===== src/rtl/mux_arb_pkg.sv =====
// Shared sizes, select type and arbitration mode codes for the 4:1 mux scheduler.
package mux_arb_pkg;
    localparam int N_REQ = 4;
    localparam int SEL_W = 2;

    typedef logic [SEL_W-1:0] sel_t;

    localparam int PRIO_RR    = 0;
    localparam int PRIO_FIXED = 1;
endpackage


===== src/rtl/rr_pick4.sv =====
// Combinational 4-way picker: round-robin starting after ptr, or lowest-index fixed priority.
module rr_pick4
    import mux_arb_pkg::*;
(
    input  logic [N_REQ-1:0] req,
    input  sel_t             ptr,
    input  logic             mode,
    output logic             any,
    output sel_t             win,
    output logic [N_REQ-1:0] win_oh
);

    sel_t idx;

    // Candidates are scanned from lowest priority to highest so the last hit wins.
    always_comb begin
        any = |req;
        win = '0;
        idx = '0;
        if (mode) begin
            for (int i = N_REQ - 1; i >= 0; i--) begin
                if (req[i]) begin
                    win = sel_t'(i);
                end
            end
        end else begin
            for (int k = N_REQ; k >= 1; k--) begin
                idx = ptr + sel_t'(k);
                if (req[idx]) begin
                    win = idx;
                end
            end
        end
        win_oh = any ? (4'b0001 << win) : 4'b0000;
    end

endmodule


===== src/rtl/rr_mux4_scheduler.sv =====
// Arbitrates four requesters onto one 4:1 word mux and holds the chosen word
// in a one-entry output register with a valid/ready handshake.
module rr_mux4_scheduler
    import mux_arb_pkg::*;
#(
    parameter int WIDTH     = 8,
    parameter int PRIO_MODE = PRIO_RR
) (
    input  logic             clk,
    input  logic             rst,
    input  logic [3:0]       req,
    input  logic [WIDTH-1:0] din0,
    input  logic [WIDTH-1:0] din1,
    input  logic [WIDTH-1:0] din2,
    input  logic [WIDTH-1:0] din3,
    output logic [3:0]       gnt,
    output logic [1:0]       sel,
    output logic             out_valid,
    output logic [WIDTH-1:0] dout,
    input  logic             out_ready
);

    localparam logic MODE = (PRIO_MODE == PRIO_FIXED);

    sel_t             ptr;
    logic             any;
    sel_t             win;
    logic [3:0]       win_oh;
    logic [WIDTH-1:0] word;
    logic             free;

    rr_pick4 u_pick (
        .req    (req),
        .ptr    (ptr),
        .mode   (MODE),
        .any    (any),
        .win    (win),
        .win_oh (win_oh)
    );

    always_comb begin
        word = din0;
        case (win)
            2'd0:    word = din0;
            2'd1:    word = din1;
            2'd2:    word = din2;
            2'd3:    word = din3;
            default: word = din0;
        endcase
    end

    assign free = !out_valid || out_ready;

    // ptr resets to 3 so the first round-robin search starts at requester 0.
    always_ff @(posedge clk) begin
        if (rst) begin
            out_valid <= 1'b0;
            dout      <= '0;
            gnt       <= '0;
            sel       <= '0;
            ptr       <= 2'd3;
        end else if (free) begin
            if (any) begin
                dout      <= word;
                out_valid <= 1'b1;
                sel       <= win;
                gnt       <= win_oh;
                ptr       <= win;
            end else begin
                out_valid <= 1'b0;
                gnt       <= '0;
            end
        end else begin
            gnt <= '0;
        end
    end

endmodule


===== config.mk =====
export PLATFORM = sky130hd
export DESIGN_NAME = rr_mux4_scheduler
export DESIGN_NICKNAME = d
export VERILOG_FILES = /design/src/rtl/mux_arb_pkg.sv /design/src/rtl/rr_pick4.sv /design/src/rtl/rr_mux4_scheduler.sv
export SDC_FILE = /design/constraint.sdc
export NUM_CORES = 1
export LEC_CHECK = 0
export ABC_AREA = 1
export CAP_MARGIN = 20
export CORE_MARGIN = 3
export CORE_UTILIZATION = 36
export DETAILED_ROUTE_END_ITERATION = 8
export PLACE_DENSITY = 0.78
export SKIP_LAST_GASP = 1
export SLEW_MARGIN = 25
export SYNTH_ARGS = -nofsm -noshare
export SYNTH_HDL_FRONTEND = slang
export SYNTH_HIERARCHICAL = 1
export SYNTH_SLANG_ARGS = --single-unit
export TNS_END_PERCENT = 10

===== constraint.sdc =====
create_clock -name clk -period 1.8 [get_ports clk]
set_clock_uncertainty 0.15 [all_clocks]
set_input_delay 0.18 -clock clk [delete_from_list [all_inputs] [get_ports clk]]
set_output_delay 0.18 -clock clk [all_outputs]
set_load 0.05 [all_outputs]

* Word-level counts from Yosys, hierarchy flattened
Index checks and enable logic that the tools add are counted.
Operators by class: $add $sub $neg 3, $lt $le $gt $ge 4, eq/ne operators 3, shift-type cells 1, muxes and demuxes 14, bitwise logic cells 2, reductions and logical operators 6
Operators by type and width (count):
- $pmux W8 S4 | 1
- $lt A2 B3 Y1 const B | 4
- $bmux W1 S2 | 4
- $mux W2 | 4
- $mux W1 | 5
- $add A2 B2 Y2 const B | 2
- $eq A2 B2 Y1 const B | 2
- $reduce_or A4 Y1 | 1
- $shl A1 B2 Y4 const A | 1
- $reduce_or A3 Y1 | 1
- $add A2 B1 Y2 const B | 1
- $eq A2 B1 Y1 const B | 1
- $logic_not A2 Y1 | 1
- $not A1 Y1 | 2
- $reduce_and A2 Y1 | 1
- $logic_not A1 Y1 | 1
- $logic_or A1 B1 Y1 | 1
Word-level totals: register bits 17, output and inout port bits 15, word-level logic and storage cells 38

* Longest topological paths before layout
Gate-level depths: netlist of the first run.
word-level depth 8, mapped depth 16, mapped depth without buffers 15

* Cells and area by module
Netlist of the first run, hierarchy kept.
Modules (own cells, without submodules):
- rr_mux4_scheduler | times used 1, cells an instance 128, area an instance 878.3 µm², sequential area each 340.3 µm²
- rr_pick4 | times used 1, cells an instance 47, area an instance 216.5 µm², sequential area each 0.0 µm²

* Least setup slack after synthesis of the first run
No wires, ideal clock.
path type flip-flop to flip-flop, from register ptr[0], to register dout[7], setup time 0.133 ns, arrival time 1.476 ns, slack 0.041 ns, cell stages (with the launch flop) 14, path buffers 1, cells stage by stage dfxtp_1 > inv_2 > nand2_1 > nand2_1 > a21oi_1 > nand3_1 > nand3_2 > nand2_2 > inv_1 > buf_4 > o21bai_1 > nand3_1 > nand2_1 > a21oi_2
On the way: word-level cells in the longest chain between the ends 8, elaborated cells between the ends (all ways) 20, those cells by class add/sub (3); eq/ne (3); mux (13); reduce/logical (1)
Ends and longest elaborated chain:
- start, declared | RTL line rr_mux4_scheduler.sv:25 | sel_t ptr;
- start signal, assigned | RTL line rr_mux4_scheduler.sv:68 | ptr <= win;
- $add A2 B2 Y2 or $bmux W1 S2 (tied branches) | RTL line rr_pick4.sv:28, rr_pick4.sv:29
- $bmux W1 S2 or $mux W1 (tied branches) | RTL line rr_pick4.sv:29 | if (req[idx]) begin
- $mux W1 (implied by the code) or $mux W2 (tied branches) | RTL line rr_pick4.sv:29
- $mux W2 (2 in series) | RTL line rr_pick4.sv:29
- $mux W2 (*) | RTL line rr_pick4.sv:29
- named net win[1] | RTL line rr_mux4_scheduler.sv:27 | sel_t win;
- $eq A2 B2 Y1, or another cell as far along | RTL line rr_mux4_scheduler.sv:43 | case (win)
- $pmux W8 S4 (*) | RTL line rr_mux4_scheduler.sv:43
- end signal, assigned | RTL line rr_mux4_scheduler.sv:64 | dout <= word;
- end, declared | RTL line rr_mux4_scheduler.sv:19 | output logic [WIDTH-1:0] dout,
The timed path passes the listed nets; every way through them passes the cells marked *. The select of a mux whose other input is x is not followed. A chain may end at the register's enable or synchronous reset.

* Final worst setup path of the first run
from register ptr[1], to register dout[3]
Same word-level chain as after synthesis.

==> results of run 1 <==
[per-stage QoR]
step	total power, mW	worst slack [ns]	util, %
after CTS	1.28	0.000496	62.1
after floorplan	0.829	0.0406	-
after detailed placement	1.06	-0.370	60.5
after global routing	1.40	-0.152	64.8
after global placement	1.05	-0.304	60.5
final	1.31	-0.0207	64.8
[cell type report]
| cell class | count | share of cell area, % |
|---|---|---|
| clock buffer | 3 | 1.23 |
| multi-input combinational | 133 | 37.1 |
| tap | 31 | 2.12 |
| timing repair buffer | 71 | 35.3 |
| inverter | 21 | 5.12 |
| clock inverter | 1 | 0.273 |
| sequential | 17 | 18.8 |
[path summary, 6_finish.rpt]
kind | from | endpoint
setup reg to reg | ptr[1] | dout[3]
hold / removal | dout[2] | dout[2]
hold reg to reg | dout[2] | dout[2]
setup / recovery | ptr[1] | dout[3]
[layer usage]
metal	share of wire (%)	global-route usage (%)
met3	9.6	6.92
met4	0.99	5.57
met2	47	29.9
met1	42	20.8
met5	0	0
[flip-flops by register name, summed over array words and instances (netlist names)]
register / flops
dout: 8
gnt: 4
out_valid: 1
ptr: 2
sel: 2
[placed cells by master, fill, tap and decap left out]
cell and count:
inv_4 6, nand2_1 46, clkdlybuf4s50_1 42, dfxtp_1 15, clkinv_2 1, inv_2 1, conb_1 3, nand3_2 4
buf_4 27, o21bai_1 6, inv_1 14, nand2_4 3, nor2_4 1, dlymetal6s2s_1 1, buf_6 1, clkbuf_4 3
a21oi_2 5, a21oi_1 9, nor2_1 24, nand2_2 3, o21bai_4 1, dfxtp_4 1, nand3_1 23, nand4_1 2
o211ai_1 3, dfxtp_2 1
[logic make-up after synthesis]
family	count (synthesis)	synth area share [%]
flops	17	31.1
compound gates	24	14.3
buf+inv	27	12.6
other cells	1	0.343
simple gates	106	41.7
[worst reg2reg max path, stage by stage (launching register included)]
cell      delay (ns)
dfxtp_2         0.36
buf_4           0.14
nand2_1         0.06
nand2_1         0.07
a21oi_2         0.12
nand3_1         0.10
nand3_2         0.10
nand2_2         0.08
inv_4           0.08
buf_6           0.13
o21bai_1        0.13
nand3_2         0.09
nand2_1         0.08
a21oi_2         0.05
[repair_timing]
item                       in CTS  in global routing
hold endpoints to repair        0                  0
buffers inserted                1                  1
pin swaps                       0                 11
gates resized for setup         6                 18
hold buffers                    0                  0
setup endpoints to repair       8                 11
[report_power, final]
group | internal [mW] | switching [mW]
Combinational | 0.286 | 0.370
Sequential | 0.418 | 0.0266
Clock | 0.0828 | 0.126
Total | 0.787 | 0.522
==> impl_metrics.json, run 1 <==
{
  "synthCells": 175,
  "synth_area_um2": 1090,
  "final-seq-area_um2": 345,
  "grt_pass1_vias": 1175,
  "drc": 0,
  "diodes": 0,
  "die_h_um": 61.1,
  "cap_violations": 0,
  "synth_flop_cell": "dfxtp_1",
  "ff2ff_path_depth": 13,
  "synth_warnings": 6,
  "detail-route-antenna-nets": 0,
  "cts_root_buf": "clkbuf_4",
  "hold_class": "reg -> reg",
  "timing.fmax_mhz": 549,
  "rsz0062_at_grt": "true",
  "ys_ff_latch": 17,
  "tns_ns": -0.0512,
  "crit_chain": "buf_4 > nand2_1 > nand2_1 > a21oi_2 > nand3_1 > nand3_2 > nand2_2 > inv_4 > buf_6 > o21bai_1 > nand3_2 > nand2_1 > a21oi_2",
  "violations": "setup timing",
  "finalHoldViolations": 0,
  "cp-end-kind": "flop",
  "synthArstFlopShare_pct": 0,
  "cp-start-kind": "flop",
  "stdcell_count": 277,
  "synth_edf_count": 0,
  "whs_ns": 0.319,
  "ys_top_cells_by_count": "48 x nand2_1, 26 x nand3_1, 25 x nor2_1, 17 x dfxtp_1, 16 x inv_1",
  "synth_area_per_cell_um2": 6.26,
  "synth_cell_types": 19,
  "cpMaxStageDelayCell": "dfxtp_2",
  "post_dp_cell_area_um2": 1710,
  "synth.most_common_cell": "nand2_1",
  "crit_fanout": 10,
  "clk_latency_ns": 0.29,
  "finalCriticalPeriod_ns": 1.82,
  "worst_slack_ns": -0.0207,
  "status": "finished with violations",
  "grt_max_degree": 13,
  "timing.hold.worst_path_depth": 2,
  "portBuffers": 53,
  "yosysTopAreaCell": "dfxtp_1",
  "fill_cells": 247,
  "ioPinCount": 54,
  "ctsLongestPathBuffers": 2,
  "gp_congestion": 0.788,
  "dpl.hpwl_mm": 2.45,
  "cp.depth": 13,
  "crit_top_cell": "nand2_1",
  "critPathMaxStageDelay_ns": 0.36,
  "syn_to_final_growth_pct": 67.4,
  "tritoncts": "done",
  "drv_slew": 0,
  "period_share_pct": 101,
  "irDropWorstVdd_mv": 0.473,
  "antenna_found_initial": 0,
  "drtPass1Iterations": 4,
  "h-tree-depth": 1,
  "drt-initial-drc-count": 43,
  "cp.arrival_ns": 1.87,
  "start_util_pct": 38.7,
  "drive_gt1_share_pct": 23.6,
  "power_density_nw_per_um2": 714,
  "leakagePower_nw": 0.863,
  "reg2reg_slack_ns": -0.02,
  "grt_usage_pct": 17.8,
  "stdcell_area_um2": 1830,
  "core.rowCount": 19,
  "cts_made_buffers": 3,
  "overflow": 0,
  "clk_pin_slew_ns": 0.10,
  "finalSetupViolations": 4,
  "worst-setup-path-type": "reg -> reg",
  "synthTopCellsByArea": "dfxtp_1 31%, nand2_1 16%, nand3_1 12%",
  "yosysSeqAreaShare_pct": 31.1,
  "wl_per_cell_um": 11.3,
  "synth_top_area_share_pct": 31.1,
  "die-area_um2": 3740,
  "coreArea_um2": 2830,
  "via_per_inst": 4.75,
  "wirelength_mm": 3.12,
  "required_ns": 1.85,
  "multi_input_area_um2": 681,
  "crit_buf_inv": 3,
  "place_inst": 271,
  "die_x_um": 61.1,
  "crit_family": "simple AND/OR/NAND/NOR gates",
  "vias": 1317,
  "cts.sinks": 17,
  "layout.nets": 286,
  "grt_first_pass_wirelength_mm": 4.90
}
No activity file was read; power rests on OpenSTA's default activity.
==> run 2, diff against run 1 <==
ABC_AREA = default   (was 1)
CORE_UTILIZATION = 34   (was 36)
GPL_TIMING_DRIVEN = 0   (was default)
PLACE_DENSITY = 0.77   (was 0.78)
==> impl_metrics.json, run 2 <==
{
  "status": "finished with violations",
  "violations": "setup timing",
  "synth-adder-area-share_pct": 0,
  "diodes": 0,
  "worst-setup-path-type": "reg -> reg",
  "clk_latency_ns": 0.28,
  "die_h_um": 59.0,
  "cap_violations": 0,
  "yosys.area_share.simple_pct": 17.4,
  "holdPathEnd": "dout[2]",
  "dpl.hpwl_mm": 2.25,
  "required_ns": 1.81,
  "ioPinCount": 54,
  "synth_cell_types": 31,
  "largest_reg_flops": 8,
  "syn_to_final_growth_pct": 76.7,
  "worst_pin_slew_ns": 0.522,
  "hp-start": "dout[2]",
  "crit_family": "multiplexers",
  "tns_ns": -1.81,
  "cp-start-kind": "flop",
  "synthArstFlopShare_pct": 0,
  "fill_cells": 218,
  "critPathMaxStageDelay_ns": 0.53,
  "layout.nets": 209,
  "yosysSeqAreaShare_pct": 35.6,
  "h-tree-depth": 1,
  "synthXorXnorAreaFrac_pct": 0,
  "crit-reg2reg-capture": "dout[5]",
  "synth_area_um2": 955,
  "synthCells": 101,
  "synth.most_common_cell": "dfxtp_1",
  "hold_buffers": 0,
  "crit_buf_inv": 2,
  "cts_made_buffers": 3,
  "worstSetupStartpoint": "ptr[0]",
  "power_density_nw_per_um2": 662,
  "die-area_um2": 3480,
  "start_util_pct": 37.2,
  "synth_area_per_cell_um2": 9.45,
  "yosysTopAreaCell": "dfxtp_1",
  "finalCriticalPeriod_ns": 2.03,
  "multi_input_area_um2": 627,
  "cts.sinks": 17,
  "final-seq-area_um2": 348,
  "cp.depth": 8,
  "portBuffers": 53,
  "cp.arrival_ns": 2.04,
  "cpMaxStageDelayCell": "mux4_2",
  "overflow": 0,
  "largest_registers": "dout (8), gnt (4)",
  "ys_ff_latch": 17,
  "ys_top_cells_by_count": "17 x dfxtp_1, 14 x a21oi_1, 11 x o21ai_0, 10 x nand3_1, 8 x mux4_2",
  "tritoncts": "done",
  "core.rowCount": 18,
  "grt_first_pass_wirelength_mm": 4.35,
  "timing.fmax_mhz": 492,
  "crit_fanout": 6,
  "wl_per_cell_um": 14.3,
  "synth_mux_area_share_pct": 19.9,
  "drt-initial-drc-count": 7,
  "final_common_cell": "clkdlybuf4s50_1",
  "rsz0062_at_grt": "true",
  "r2r-start": "ptr[0]",
  "top_register": "dout",
  "crit_chain": "or2b_1 > o2bb2ai_2 > a21oi_4 > inv_2 > buf_6 > mux4_2 > nand3_2 > a21oi_2",
  "irDropWorstVdd_mv": 0.542,
  "synth_top_area_share_pct": 35.6,
  "ctsLongestPathBuffers": 2,
  "period_share_pct": 113,
  "stdcell_count": 199,
  "via_per_inst": 5.13,
  "synth_top_family_by_area": "compound AO/OA/AOI/OAI gates",
  "drtPass1Iterations": 4,
  "antenna_found_initial": 0,
  "synth_edf_count": 0,
  "grt_usage_pct": 16.6,
  "coreArea_um2": 2570,
  "cp-end-kind": "flop",
  "grt_max_degree": 11,
  "worst_slack_ns": -0.231,
  "ff2ff_path_depth": 8,
  "finalHoldViolations": 0,
  "leakagePower_nw": 0.658,
  "cts_root_buf": "clkbuf_4",
  "synthTopCellsByArea": "dfxtp_1 36%, mux4_2 19%, a21oi_1 7.3%",
  "vias": 1020,
  "drv_slew": 0,
  "die_x_um": 59.0,
  "max_slew_margin_pct": 65.1,
  "synth_flop_cell": "dfxtp_1",
  "drive_gt1_share_pct": 23.1,
  "timing.hold.worst_path_depth": 2,
  "synth_compound_area_share_pct": 21.0,
  "drc": 0,
  "clk_pin_slew_ns": 0.09,
  "wirelength_mm": 2.85,
  "place_inst": 188,
  "synth_warnings": 6,
  "most-common-layout-cells": "51 x clkdlybuf4s50_1, 15 x dfxtp_1, 11 x o21ai_0",
  "finalSetupViolations": 11,
  "detail-route-antenna-nets": 0,
  "reg2reg_slack_ns": -0.23,
  "grt_pass1_vias": 1040,
  "hold_class": "reg -> reg",
  "gp_congestion": 0.741
}
[run 2: cell types whose count changed after synthesis, sizes merged, moves of 3 or more]
cell,change
inv,-17
and2,+4
nand2,-50
nand3b,+3
o21ai,+13
nand3,-17
mux4,+8
o211ai,-3
nor2,-23
o21bai,-6
[run 2: worst max path at each step]
stage | end | slack (ns)
final | dout[5] | -0.23
after global routing | dout[0] | -0.33
after CTS | dout[7] | -0.21
after detailed placement | dout[7] | -0.67
after global placement | dout[5] | -0.63
after floorplan | dout[3] | -0.08
[run 2: routing by layer]
layer | routed length, um | up-vias | share of wire [%] | GRT usage (%)
li1 | - | 507 | - | -
met3 | 218 | 2 | 7.6 | 5.45
met1 | 1090 | 467 | 38 | 17.1
met2 | 1520 | 44 | 53 | 32.3
met4 | 19 | 0 | 0.67 | 3.24
met5 | 0 | - | 0 | 0
[run 2: power breakdown]
group	switching [mW]	total, mW	internal [mW]
Combinational	0.242	0.490	0.249
Clock	0.108	0.194	0.0860
Sequential	0.0211	0.432	0.411
Total	0.371	1.12	0.746
[run 2: cell families (layout without fill, tap and decap cells)]
| group | count (synthesis) | count (layout) |
|---|---|---|
| multiplexers | 9 | 9 |
| AO/OA/AOI/OAI | 34 | 34 |
| other | 1 | 5 |
| AND/OR/NAND/NOR | 29 | 29 |
| buffers and inverters | 11 | 75 |
| flip-flops | 17 | 17 |
[run 2: final cells by class]
class                      count  share of cell area (%)
inverter                       4                   0.890
buffer                         7                    2.89
tap                           30                    2.23
multi-input combinational     77                    37.2
sequential                    17                    20.6
timing repair buffer          60                    34.6
clock buffer                   4                    1.56
[run 2: repair_timing]
| item | CTS | global route |
|---|---|---|
| hold endpoints to repair | 0 | 0 |
| resized for setup | 4 | 11 |
| cloned | 1 | 0 |
| setup buffers | 3 | 3 |
| endpoints found under the setup margin | 9 | 18 |
| pin swaps | 0 | 3 |
[run 2: worst register-to-register path, cell delays in order (launching register included)]
cell and delay [ns]:
dfxtp_4 0.37, or2b_1 0.25, o2bb2ai_2 0.20, a21oi_4 0.08, inv_2 0.08, buf_6 0.13, mux4_2 0.53, nand3_2 0.09
a21oi_2 0.05
[run 2: stage by stage]
stage | power [mW] | instance area (um^2) | util [%] | hold slack [ns] | worst slack, ns
4_1_cts | 1.09 | 1620 | 63.1 | 0.332 | -0.215
3_5_place_dp | 0.889 | 1570 | 61.0 | 0.323 | -0.671
2_1_floorplan | 0.710 | 998 | - | 0.0991 | -0.0787
6_report | 1.12 | 1690 | 65.7 | 0.333 | -0.231
5_1_grt | 1.17 | 1690 | 65.7 | 0.374 | -0.326
3_3_place_gp | 0.880 | 1570 | 61.0 | 0.317 | -0.625
==> variant 1: new RTL, config.mk and constraints of run 1 <==
Set the parameter `WIDTH` to 12 (it was 8).
--- a/src/rtl/rr_mux4_scheduler.sv
+++ b/src/rtl/rr_mux4_scheduler.sv
@@ -3,7 +3,7 @@
 module rr_mux4_scheduler
     import mux_arb_pkg::*;
 #(
-    parameter int WIDTH     = 8,
+    parameter int WIDTH     = 12,
     parameter int PRIO_MODE = PRIO_RR
 ) (
     input  logic             clk,
Ports: changed (5 resized); port bits go from 54 to 74. The function was not compared with the original's and may differ.
==> variant 1 against run 1 <==
  * Power is 38% higher
  * The flow still finishes with violations (setup timing)
  * Cell area is 38% higher
  * Wire length is 45% higher
  * Synthesized area is 37% higher
  * First-iteration DRC count is 56% higher
  * Sequential power is 25% higher
  * Worst setup slack worse by 0.034 ns
  * Sequential cell count is 4 higher
==> variant 1: results (changes against run 1) <==
- The flow ran to the end, but the final reports show violations.
- The checks that failed: setup timing.
- The number of input and output port buffers inserted came to 73 (+38%).
- The starting DRC count in detailed routing is 67 (+56%).
- The CTS clock-pin slew for the worst setup and hold paths came to 0.08 ns (-0.02 ns).
- The placed cell area is 2330 sq um (+36%).
- The detailed-placement wirelength estimate came to 3480 um (+42%).
- The number of nets at the end of the flow is 375 (+31%).
- The delay of the slowest cell on the worst path is 0.39 ns (+0.03 ns).
- The standard cell with the maximum stage delay on the critical path is dfxtp_4.
- The first-pass GRT wire length came to 7570 um (+55%).
- The commonest cells after synthesis are 60 x nand2_1, 33 x nand3_1, 21 x dfxtp_1, 21 x nor2_2, 19 x inv_1.
- The maximum number of pins on one net before global-route repair is 24 (+11).
- The global placement routability congestion came to 0.913 (+16%).
- In this design, the largest share of critical-path delay is due to buffers and inverters.
- The peak supply drop was 496 uV (+4.8%).
- The global-route usage over all layers is 18.4% (+0.60 points).
- The cell sitting at the root of the clock tree is a clkbuf_8.
- The data arrival time of the critical path came to 1.85 ns (-0.02 ns).
- The area fraction in compound gates after synthesis is 14.7% (+0.44 points).
- The largest registers in the layout are dout (12), gnt (4).
- The xor-xnor portion of the synthesized cell area is 0% (unchanged).
- The maximum level of the CTS H-tree was 1 (unchanged).
- The final hold violation count is 0 (unchanged).
- The unique cell type count in the Yosys netlist came to 22 (+3).
- Ranked by total cell area, the synthesized netlist is headed by dfxtp_1 28%, nand2_1 15%, nand3_1 11%.
- The buffer levels on the longest clock path was 2 (unchanged).
- The total setup violations reported at the end of the flow is 12 (+8).
- The share of post-route cells with drive strength above 1 was 30.1% (+6.5 points).
- The part of the Yosys area used for sequential elements is 28.1% (-3.0 points).
- The leakage power figure is 1.13 nW (+31%).
- The post-route core utilization is 66.0% (+1.2 points).
- The fill cell total of the finished layout was 329 (+33%).
- The post-detailed-route via-to-cell ratio is 4.72 (-0.63%).
- The final sum of negative setup slack is -0.337 ns (-0.286 ns).
- The clock latency reported for the late side of the worst-skew pair came to 0.26 ns (-0.03 ns).
- The largest driver fanout on the critical path is 10 (unchanged).
- The number of global-route vias before repair is 1776 (+51%).
- The final routed wirelength across all metal layers is 4540 um (+45%).
- The final worst-path setup slack came to -0.0545 ns (-0.0337 ns).
- The synthesis warning total is 6 (unchanged).
- The fraction of synthesized area in multiplexers is 0% (unchanged).
variant 1: area by class of cell:
type	instances	share of cell area, %
Clock buffer	4	1.78
Inverter	24	4.07
Multi-Input combinational cell	171	36.6
Sequential cell	21	17.0
Tap cell	48	2.38
Timing Repair Buffer	99	38.2
variant 1: path summary, 6_finish.rpt:
kind / startpoint / end / slack, ns / cells after the start
setup reg to reg: ptr[1]$_SDFFE_PP1P_ / dout[1]$_SDFFE_PP0P_ / -0.05 / 12
hold reg to reg: sel[1]$_SDFFE_PP0P_ / sel[1]$_SDFFE_PP0P_ / 0.32 / 2
hold / removal: sel[1]$_SDFFE_PP0P_ / sel[1]$_SDFFE_PP0P_ / 0.32 / 2
setup / recovery: ptr[1]$_SDFFE_PP1P_ / dout[1]$_SDFFE_PP0P_ / -0.05 / 12
variant 1: cells by family after synthesis:
group / count (synthesis)
and+or+nand+nor: 137
buffers and inverters: 35
AOI/OAI and AO/OA: 30
DFF: 21
other: 1
variant 1: worst register-to-register path, delay by kind of cell, from the launching register on:
kind | cells | cell delay [ns]
buf+inv | 5 | 0.49
compound gates | 3 | 0.31
simple gates | 4 | 0.40
flops | 1 | 0.39
variant 1: what timing repair did:
action,in CTS,in global routing
cloned,2,0
setup endpoints to repair,12,17
setup buffers,4,2
hold endpoints to repair,0,0
resized for setup,16,5
pin swaps,5,6
variant 1: metal layers:
layer / track usage, % / vias to the layer above / share of wire, %
met2: 33.2 / 67 / 51
met5: 0 / - / 0
met4: 1.70 / 0 / 0.18
met1: 21.9 / 758 / 39
met3: 5.90 / 2 / 9.5
li1: - / 907 / -
variant 1: stage by stage:
| step | setup WS [ns] | cells |
|---|---|---|
| global route | -0.200 | 367 |
| finish | -0.0545 | 367 |
| global placement | -0.403 | 355 |
| floorplan | 0.0159 | 226 |
| CTS | -0.0359 | 365 |
| detailed placement | -0.458 | 355 |
variant 1: report_power, final:
group	leakage (nW)	internal, W	switching, W	total, W
sequential	0.174	0.000519	0.0000364	0.000555
clock	0.0228	0.000158	0.000155	0.000313
combinational	0.933	0.000423	0.000520	0.000943
==> variant 2: new RTL, config.mk and constraints of run 1 <==
Made on the original files. Make the reset (`rst`) asynchronous in one clocked block.
--- a/src/rtl/rr_mux4_scheduler.sv
+++ b/src/rtl/rr_mux4_scheduler.sv
@@ -52,7 +52,7 @@
     assign free = !out_valid || out_ready;
 
     // ptr resets to 3 so the first round-robin search starts at requester 0.
-    always_ff @(posedge clk) begin
+    always_ff @(posedge clk or posedge rst) begin
         if (rst) begin
             out_valid <= 1'b0;
             dout      <= '0;
Function: differs if rst is asserted again (counterexample within 4 cycles, from zero or initial values and one cycle with rst high); with rst held inactive, the same outputs for 10 cycles.
==> variant 2 against run 1 <==
  * The run still ends with setup timing left
  * Worst setup slack lost 0.16 ns
  * Synthesized area rose by 4.5%
  * Power rose by 36%
  * Synthesized cell count decreased by 2.9%
  * Wire length decreased by 3.2%
  * Critical path type unchanged
  * Sequential cell count stayed put
  * Cell area grew 0.27%
  * Via count shrank 4.8%
==> variant 2: results (changes against run 1) <==
- The flow ran to the end, but the final reports show violations.
- The final reports fail on setup timing.
- The CTS clock-pin slew for the worst setup and hold paths is 0.09 ns.
- The number of nets at the end of the flow is 280 (-2.1%).
- The starting DRC count in detailed routing is 72 (+67%).
- The leakage power figure was 0.923 nW (+6.9%).
- The worst slack after detailed placement came to -0.301 ns (+0.0694 ns).
- The number of global-route vias before repair came to 1181 (+0.51%).
- The total CTS buffers is 3 (unchanged).
- The worst min-delay path category is in -> async.
- The fill cell total of the finished layout is 276 (+12%).
- The detailed-placement wirelength estimate was 2430 um (-0.57%).
- The final sum of negative setup slack was -1.31 ns (-1.26 ns).
- The share of post-route cells with drive strength above 1 came to 20.4% (-3.2 points).
- The largest driver fanout on the critical path is 8 (-2).
- The first-pass GRT wire length is 5150 um (+5.2%).
- The final worst-path setup slack came to -0.184 ns (-0.163 ns).
- The maximum number of pins on one net before global-route repair is 23 (+10).
- After synthesis, the cell types taking the most area are dfrtp_1 33%, nand2_1 19%, nand3_1 9.6%.
- The post-detailed-route via-to-cell ratio is 4.45 (-6.5%).
- The clock latency reported for the late side of the worst-skew pair is 0.28 ns.
- The total setup violations reported at the end of the flow came to 9 (+5).
- The global-route usage over all layers is 16.0% (-1.8 points).
- In the synthesized netlist, the cells that appear most often are 58 x nand2_1, 25 x nor2_1, 22 x nand3_1.
- The number of detailed-route iterations in the first pass was 6 (+2).
- The unique cell type count in the Yosys netlist was 18 (-1).
- The number of input and output port buffers inserted is 53 (unchanged).
- The leading register cell type out of synthesis is dfrtp_1.
- Clock tree synthesis selected as its root buffer the cell clkbuf_4.
- The antenna diode count was 0 (unchanged).
- The peak supply drop was 643 uV (+36%).
- The initial antenna violation count is 0 (unchanged).
- The global placement routability congestion is 0.881 (+12%).
- The count of flip-flops with a built-in enable after synthesis is 0 (unchanged).
- The buffer levels on the longest clock path came to 2 (unchanged).
- The largest registers in the layout are dout (8), gnt (4).
- The placed cell area is 1790 sq um (+4.8%).
- The part of the Yosys area used for sequential elements came to 37.4% (+6.3 points).
- The data arrival time of the critical path is 2.02 ns (+0.15 ns).
- The synthesis warning total was 6 (unchanged).
- The final routed wirelength across all metal layers is 3020 um (-3.2%).
- The maximum level of the CTS H-tree is 1 (unchanged).
- The share of async-settable or async-resettable flops after synthesis is 100% (+100 points).
[variant 2: cell count changes in the layout (fill, tap and decap cells not counted), moves of 3 or more]
cell / before / now
a21oi_1: 9 / 3
a21oi_2: 5 / 1
dfrtp_1: 0 / 15
dfxtp_1: 15 / 0
inv_2: 1 / 4
inv_4: 6 / 2
nand2_1: 46 / 57
nand3_1: 23 / 20
[variant 2: where the power goes]
group | switching [W] | internal, W
clock network | 0.000111 | 0.0000861
registers | 0.0000538 | 0.000478
logic | 0.000644 | 0.000410
total | 0.000809 | 0.000974
[variant 2: kinds of logic after synthesis]
family                 Yosys count  share of synthesized area, %
other                            1                         0.328
AND/OR/NAND/NOR                114                          43.4
buffers and inverters           23                          9.85
AO/OA/AOI/OAI                   15                          8.97
flip-flops                      17                          37.4
[variant 2: timing repair]
item | in CTS | in global routing
endpoints found under the hold margin | 0 | 0
resized for setup | 3 | 3
setup endpoints to repair | 9 | 15
pin swaps | 2 | 2
buffers inserted | 0 | 0
gates cloned | 0 | 0
[variant 2: critical path, stage by stage, from the launching register on]
cell     delay [ns]
dfstp_2        0.60
inv_2          0.07
nand2_2        0.06
nand2_2        0.07
nor2_1         0.08
nand2_1        0.07
nand3_2        0.07
nand3_2        0.09
nand2_2        0.08
inv_2          0.05
buf_4          0.13
nand2_4        0.05
inv_4          0.05
nand2_1        0.06
nand3_1        0.09
nand2_1        0.07
nand2_1        0.04
[variant 2: area by class of cell]
cell class | count | area share [%]
clock buffers | 4 | 1.43
repair buffers | 68 | 34.2
multi-input cells | 132 | 34.1
well taps | 42 | 2.86
flip-flops and latches | 17 | 23.3
inverters | 19 | 4.15
[variant 2: final timing paths]
check / start / end / slack (ns) / depth (start not counted)
min in group clk: dout[2]$_DFFE_PP0P_ / dout[2]$_DFFE_PP0P_ / 0.34 / 2
worst max-delay path: ptr[0]$_DFFE_PP1P_ / dout[4]$_DFFE_PP0P_ / -0.18 / 16
worst min register to register: dout[2]$_DFFE_PP0P_ / dout[2]$_DFFE_PP0P_ / 0.34 / 2
worst max register to register: ptr[0]$_DFFE_PP1P_ / dout[4]$_DFFE_PP0P_ / -0.18 / 16
max in group asynchronous: rst / ptr[1]$_DFFE_PP1P_ / 1.19 / 3
worst min-delay path: rst / gnt[1]$_DFF_PP0_ / 0.05 / 3
[variant 2: routing by layer]
metal | vias to the layer above | share of wire [%] | track usage (%)
met4 | 0 | 1.1 | 4.13
li1 | 669 | - | -
met1 | 548 | 46 | 20.5
met2 | 33 | 48 | 26.6
met3 | 4 | 4.7 | 4.32
met5 | - | 0 | 0
[variant 2: metrics by stage]
step	std cells	utilization [%]
after floorplan	172	-
after global placement	278	61.8
after detailed placement	278	61.8
after CTS	282	63.0
after global routing	282	63.4
final	282	63.4
